===== src/rtl/regwb_pkg.sv =====
// Shared types and constants for the register-file write-back path.
package regwb_pkg;

    localparam logic [4:0] REG_ZERO = 5'd0;
    localparam int         DW       = 32;
    localparam int         AW       = 5;
    localparam int         NREGS    = 32;

    typedef struct packed {
        logic [AW-1:0] idx;
        logic [DW-1:0] data;
    } wb_req_t;

endpackage


===== src/rtl/regwb_arb_fifo.sv =====
// DEPTH-entry synchronous FIFO of write-back requests; head is valid whenever !empty.
// Caller must not push when full or pop when empty; push and pop may share a cycle.
module wb_fifo
    import regwb_pkg::*;
#(
    parameter int DEPTH = 4,
    localparam int PW = $clog2(DEPTH),
    localparam int LW = PW + 1
) (
    input  logic          clk,
    input  logic          rst_n,
    input  logic          push,
    input  wb_req_t       push_dat,
    input  logic          pop,
    output logic          full,
    output logic          empty,
    output logic [LW-1:0] level,
    output wb_req_t       head
);

    wb_req_t       mem_q [DEPTH];
    logic [PW-1:0] wptr_q, wptr_d;
    logic [PW-1:0] rptr_q, rptr_d;
    logic [LW-1:0] level_q, level_d;

    assign full  = (level_q == LW'(DEPTH));
    assign empty = (level_q == '0);
    assign level = level_q;
    assign head  = mem_q[rptr_q];

    // DEPTH is a power of two, so pointer increments wrap on their own.
    always_comb begin
        wptr_d  = push ? wptr_q + 1'b1 : wptr_q;
        rptr_d  = pop  ? rptr_q + 1'b1 : rptr_q;
        level_d = level_q + LW'(push) - LW'(pop);
    end

    always_ff @(posedge clk or negedge rst_n) begin
        if (!rst_n) begin
            wptr_q  <= '0;
            rptr_q  <= '0;
            level_q <= '0;
        end else begin
            wptr_q  <= wptr_d;
            rptr_q  <= rptr_d;
            level_q <= level_d;
        end
    end

    always_ff @(posedge clk) begin
        if (push) begin
            mem_q[wptr_q] <= push_dat;
        end
    end

endmodule


===== src/rtl/regwb_arb.sv =====
// Write-back arbiter: ALU always wins, long-unit results queue or bypass; r0 writes dropped.
// Registered write port (1 cycle); lu_ready = FIFO not full, no look-ahead on same-cycle pop.
module regwb_arb
    import regwb_pkg::*;
#(
    parameter int DW    = 32,
    parameter int AW    = 5,
    parameter int DEPTH = 4
) (
    input  logic                   clk,
    input  logic                   rst_n,
    input  logic                   alu_valid,
    input  logic [AW-1:0]          alu_reg,
    input  logic [DW-1:0]          alu_data,
    input  logic                   lu_valid,
    output logic                   lu_ready,
    input  logic [AW-1:0]          lu_reg,
    input  logic [DW-1:0]          lu_data,
    input  logic                   iss_valid,
    input  logic [AW-1:0]          iss_reg,
    output logic                   write,
    output logic [AW-1:0]          wrreg,
    output logic [DW-1:0]          wrdata,
    output logic [NREGS-1:0]       pending,
    output logic [$clog2(DEPTH):0] fifo_level
);

    logic          fifo_full, fifo_empty;
    logic          fifo_push, fifo_pop;
    wb_req_t       fifo_head;
    wb_req_t       lu_req;

    logic          aluq;
    logic          lu_take;
    logic          lu_commit;

    logic             write_q,   write_d;
    logic [AW-1:0]    wrreg_q,   wrreg_d;
    logic [DW-1:0]    wrdata_q,  wrdata_d;
    logic [NREGS-1:0] pending_q, pending_d;

    assign lu_ready = !fifo_full;
    assign aluq     = alu_valid && (alu_reg != REG_ZERO);
    // An accepted r0 result completes its handshake but is never stored or written.
    assign lu_take  = lu_valid && lu_ready && (lu_reg != REG_ZERO);
    assign lu_req   = '{idx: lu_reg, data: lu_data};

    always_comb begin
        write_d   = 1'b0;
        wrreg_d   = wrreg_q;
        wrdata_d  = wrdata_q;
        fifo_push = 1'b0;
        fifo_pop  = 1'b0;
        lu_commit = 1'b0;
        if (aluq) begin
            write_d   = 1'b1;
            wrreg_d   = alu_reg;
            wrdata_d  = alu_data;
            fifo_push = lu_take;
        end else if (!fifo_empty) begin
            write_d   = 1'b1;
            wrreg_d   = fifo_head.idx;
            wrdata_d  = fifo_head.data;
            fifo_pop  = 1'b1;
            fifo_push = lu_take;
            lu_commit = 1'b1;
        end else if (lu_take) begin
            write_d   = 1'b1;
            wrreg_d   = lu_reg;
            wrdata_d  = lu_data;
            lu_commit = 1'b1;
        end
    end

    // Clear first so a same-cycle issue to the committing register keeps its bit.
    always_comb begin
        pending_d = pending_q;
        if (lu_commit) begin
            pending_d[wrreg_d] = 1'b0;
        end
        if (iss_valid && (iss_reg != REG_ZERO)) begin
            pending_d[iss_reg] = 1'b1;
        end
    end

    always_ff @(posedge clk or negedge rst_n) begin
        if (!rst_n) begin
            write_q   <= 1'b0;
            wrreg_q   <= '0;
            wrdata_q  <= '0;
            pending_q <= '0;
        end else begin
            write_q   <= write_d;
            wrreg_q   <= wrreg_d;
            wrdata_q  <= wrdata_d;
            pending_q <= pending_d;
        end
    end

    wb_fifo #(
        .DEPTH (DEPTH)
    ) u_fifo (
        .clk      (clk),
        .rst_n    (rst_n),
        .push     (fifo_push),
        .push_dat (lu_req),
        .pop      (fifo_pop),
        .full     (fifo_full),
        .empty    (fifo_empty),
        .level    (fifo_level),
        .head     (fifo_head)
    );

    assign write   = write_q;
    assign wrreg   = wrreg_q;
    assign wrdata  = wrdata_q;
    assign pending = pending_q;

endmodule


===== config.mk =====
export PLATFORM = sky130hd
export DESIGN_NAME = regwb_arb
export DESIGN_NICKNAME = d
export VERILOG_FILES = /design/src/rtl/regwb_pkg.sv /design/src/rtl/regwb_arb_fifo.sv /design/src/rtl/regwb_arb.sv
export SDC_FILE = /design/constraint.sdc
export NUM_CORES = 1
export LEC_CHECK = 0
export CORE_ASPECT_RATIO = 0.7
export CORE_MARGIN = 2
export CORE_UTILIZATION = 53
export DETAILED_ROUTE_END_ITERATION = 6
export GPL_TIMING_DRIVEN = 0
export PLACE_DENSITY = 0.9
export SETUP_SLACK_MARGIN = 0.4
export SYNTH_ARGS = -nofsm -noshare
export SYNTH_HDL_FRONTEND = slang
export SYNTH_SLANG_ARGS = --single-unit

===== constraint.sdc =====
create_clock -name clk -period 2.8 [get_ports clk]
set_input_delay 0.56 -clock clk [delete_from_list [all_inputs] [get_ports clk]]
set_output_delay 0.56 -clock clk [all_outputs]
set_load 0.02 [all_outputs]

==> impl_metrics.yaml <==
status:
  outcome: "complete, but fails checks"
  violations: "design-rule violations"
min_path:
  hold_class: "input pin to flip-flop"
  hp-start: "lu_reg[2]"
cells_and_area:
  fin_nets: 992
  final_cell_area_mm2: 0.01270
  layout_common_cells: "148 x edfxtp_1, 141 x clkdlybuf4s50_1, 114 x nand2_1, 74 x dfrtp_1, 66 x a21oi_1"
  final_common_cell: "edfxtp_1"
  area_growth_pct: 33.89
  drive_gt1_frac: 0.2083
  n_fill_cell: 1027
worst_setup_path:
  cp.arrival_ns: 2.95
  cp_max_fo: 4
  required_ns: 3.16
  r2r-start: "u_fifo.rptr_q[0]"
  crit_type: "flip-flop to flip-flop"
  critPathLaunch: "u_fifo.rptr_q[0]"
  startpoint_type: "flip-flop"
  end_kind: "flip-flop"
pwr:
  ir_worst_vdd_mv: 0.6203
  power.density_mw_per_mm2: 1076
  netSwitchingPower_mw: 4.915
  p_clk_frac: 0.209
  p_int_mw: 8.760
  p_total_mw: 13.68
  p_leak_nw: 4.702
  p_seq_frac: 0.362
  p_comb_frac: 0.429
  swShare: 0.3594
detailed_routing:
  first_pass_iters: 7
  via_per_inst: 6.211
  drcViolationCount: 3
  num_vias: 7137
  drt_wl_total_um: 27080
  drt-initial-drc-count: 1119
  routedWlPerCell_um: 23.57
  ant_nets: 0
cts:
  cts_buffer_depth: 3
  htreeDepth: 1
  cts.sinks: 225
  cts_tree: "built"
  worstSkewPairLatency_ns: 0.50
  clk_pin_slew_ns: 0.06
  numCtsBuffers: 22
  cts_root_buffer: "clkbuf_16"
logic_synthesis:
  synth-seq-cells: 225
  synth_edf_count: 148
  yosysSeqAreaShare: 0.6714
  async_flop_share: 0.3422
  syn_avg_cell_area_um2: 13.87
  synth_nets: 775
  synth_area_leaders: "edfxtp_1 47%, dfrtp_1 20%, mux4_2 8.5%"
  synth_top_cell_by_area: "edfxtp_1"
  syn_area_mm2: 0.009489
  ys.flop_type: "edfxtp_1"
  synthCells: 684
  synth_top_area_share: 0.4684
  synth_cell_type_count: 53
  yosysWarnings: 0
sta:
  clock.fmax_mhz: 385.9
  period_needed_ns: 2.591
  rsz0062_at_grt: "true"
  hold_viol: 0
  slew_headroom: 0.5656
  finalSetupTns_ns: 0
  tightest_slew_ns: 0.6516
  fin_skew_ns: 0.009009
  period_share: 0.9255
  setup_violations: 0
  drv_slew: 0
floorplanning:
  dieHeight_um: 116.0
  die_x_um: 163.9
  num_io_pins: 158
  rows: 40
  coreArea_mm2: 0.01737
  die_area_mm2: 0.01901
  start_util: 0.5464
global_routing:
  grt_pass1_vias: 6773
  antenna_found_initial: 1
  grt.total_usage: 0.2559
  gr-total-overflow: 0
  grt_first_pass_wirelength_um: 36830
  grt_start_max_net_pins: 52
job:
  drv_cap: 0
placed_design:
  place_hpwl_um: 15840
  place_congestion: 0.9191
  port_buffers: 152
  dpl_cell_area_mm2: 0.01137
[registers in the layout (all words and copies together) (netlist names)]
signal	count
u_fifo.level	3
wrdata	32
u_fifo.rptr_q	2
write	1
u_fifo.wptr_q	2
u_fifo.mem_q	148
pending	32
wrreg	5
[stage by stage]
stage / worst slack (ns) / util / hold slack, ns / instances
2_1_floorplan: 0.2415 / - / 0.2644 / 684
3_3_place_gp: -1.705 / 0.6530 / 0.4827 / 1067
3_5_place_dp: -0.5689 / 0.6545 / 0.4908 / 1068
4_1_cts: 0.2887 / 0.7095 / 0.4450 / 1126
5_1_grt: 0.1471 / 0.7316 / 0.4422 / 1149
6_report: 0.2086 / 0.7316 / 0.4321 / 1149
[routing by layer]
layer  global-route usage  wire (µm)  up-vias
met5                    0          0        -
met4              0.07076        765        0
met3              0.04581       2848       81
met2               0.4034      12820      521
met1               0.3747      10650     3508
li1                     -          -     3027
[cell families after synthesis]
logic type / Yosys count / share of synthesized area
DFF: 225 / 0.6714
buffers and inverters: 60 / 0.02809
and+or+nand+nor: 165 / 0.07898
xor gates and xnor gates: 5 / 0.004615
muxes: 39 / 0.09032
AOI/OAI and AO/OA: 183 / 0.1166
adders and majority gates: 7 / 0.01002
[synth_stat cells, drive strengths merged, types with 2 or more instances]
master,number
o211ai,4
nand2,115
a2111oi,2
nor4,7
o31ai,18
o22ai,2
nand4,2
and3,2
o311a,2
mux2i,2
a21oi,69
or3b,3
dfrtp,77
nand3b,5
edfxtp,148
o21a,3
xnor2,5
and2,7
mux4,37
o21ai,74
nand3,7
or2,2
clkbuf,22
or3,2
nor3,4
o221ai,5
buf,18
nor2,6
ha,6
inv,20
[final cells by class]
class	count	area [µm²]	share of cell area
Antenna cell	1	2.502	0.0001970
Buffer	40	251.5	0.01980
Clock buffer	32	649.4	0.05111
Clock inverter	8	45.04	0.003545
Inverter	20	75.07	0.005909
Multi-Input combinational cell	404	3183	0.2505
Sequential cell	225	6375	0.5018
Tap cell	231	289.0	0.02275
Timing Repair Buffer	188	1834	0.1444
[path summary, 6_finish.rpt]
check	endpoint	slack, ns	cells past startpoint
max	pending[25]	0.21	8
min	u_fifo.mem_q[2][34]	0.43	1
max reg2reg	pending[25]	0.21	8
min reg2reg	pending[22]	0.50	2
max in group asynchronous	u_fifo.level[0]	1.66	3
min in group asynchronous	wrdata[23]	0.53	2
[power groups by stage]
| stage | logic [mW] | clock network (mW) | registers, mW |
|---|---|---|---|
| final | 5.87 | 2.85 | 4.95 |
| after detailed placement | 5.01 | 0 | 4.98 |
| after CTS | 5.31 | 2.87 | 4.91 |
| after global placement | 4.86 | 0 | 4.94 |
| after floorplan | 2.60 | 0 | 5.42 |
| after global routing | 6.25 | 3.01 | 5.02 |
[what timing repair did]
| action | CTS | global route |
|---|---|---|
| buffers inserted | 17 | 17 |
| endpoints found under the setup margin | 216 | 213 |
| hold endpoints to repair | 19 | 0 |
| pin swaps | 6 | 21 |
| gates resized for setup | 40 | 66 |
| cloned | 0 | 5 |
| hold buffers | 1 | 0 |
[worst max-delay path: stages (launching register included)]
cell and delay, ns:
dfrtp_1 0.37, buf_6 0.13, mux4_2 0.52, or2_4 0.28, a2111oi_4 0.48, buf_4 0.20, o21ai_4 0.07, o31ai_1 0.28
o21ai_1 0.12
(Power assumes the default switching activity.)
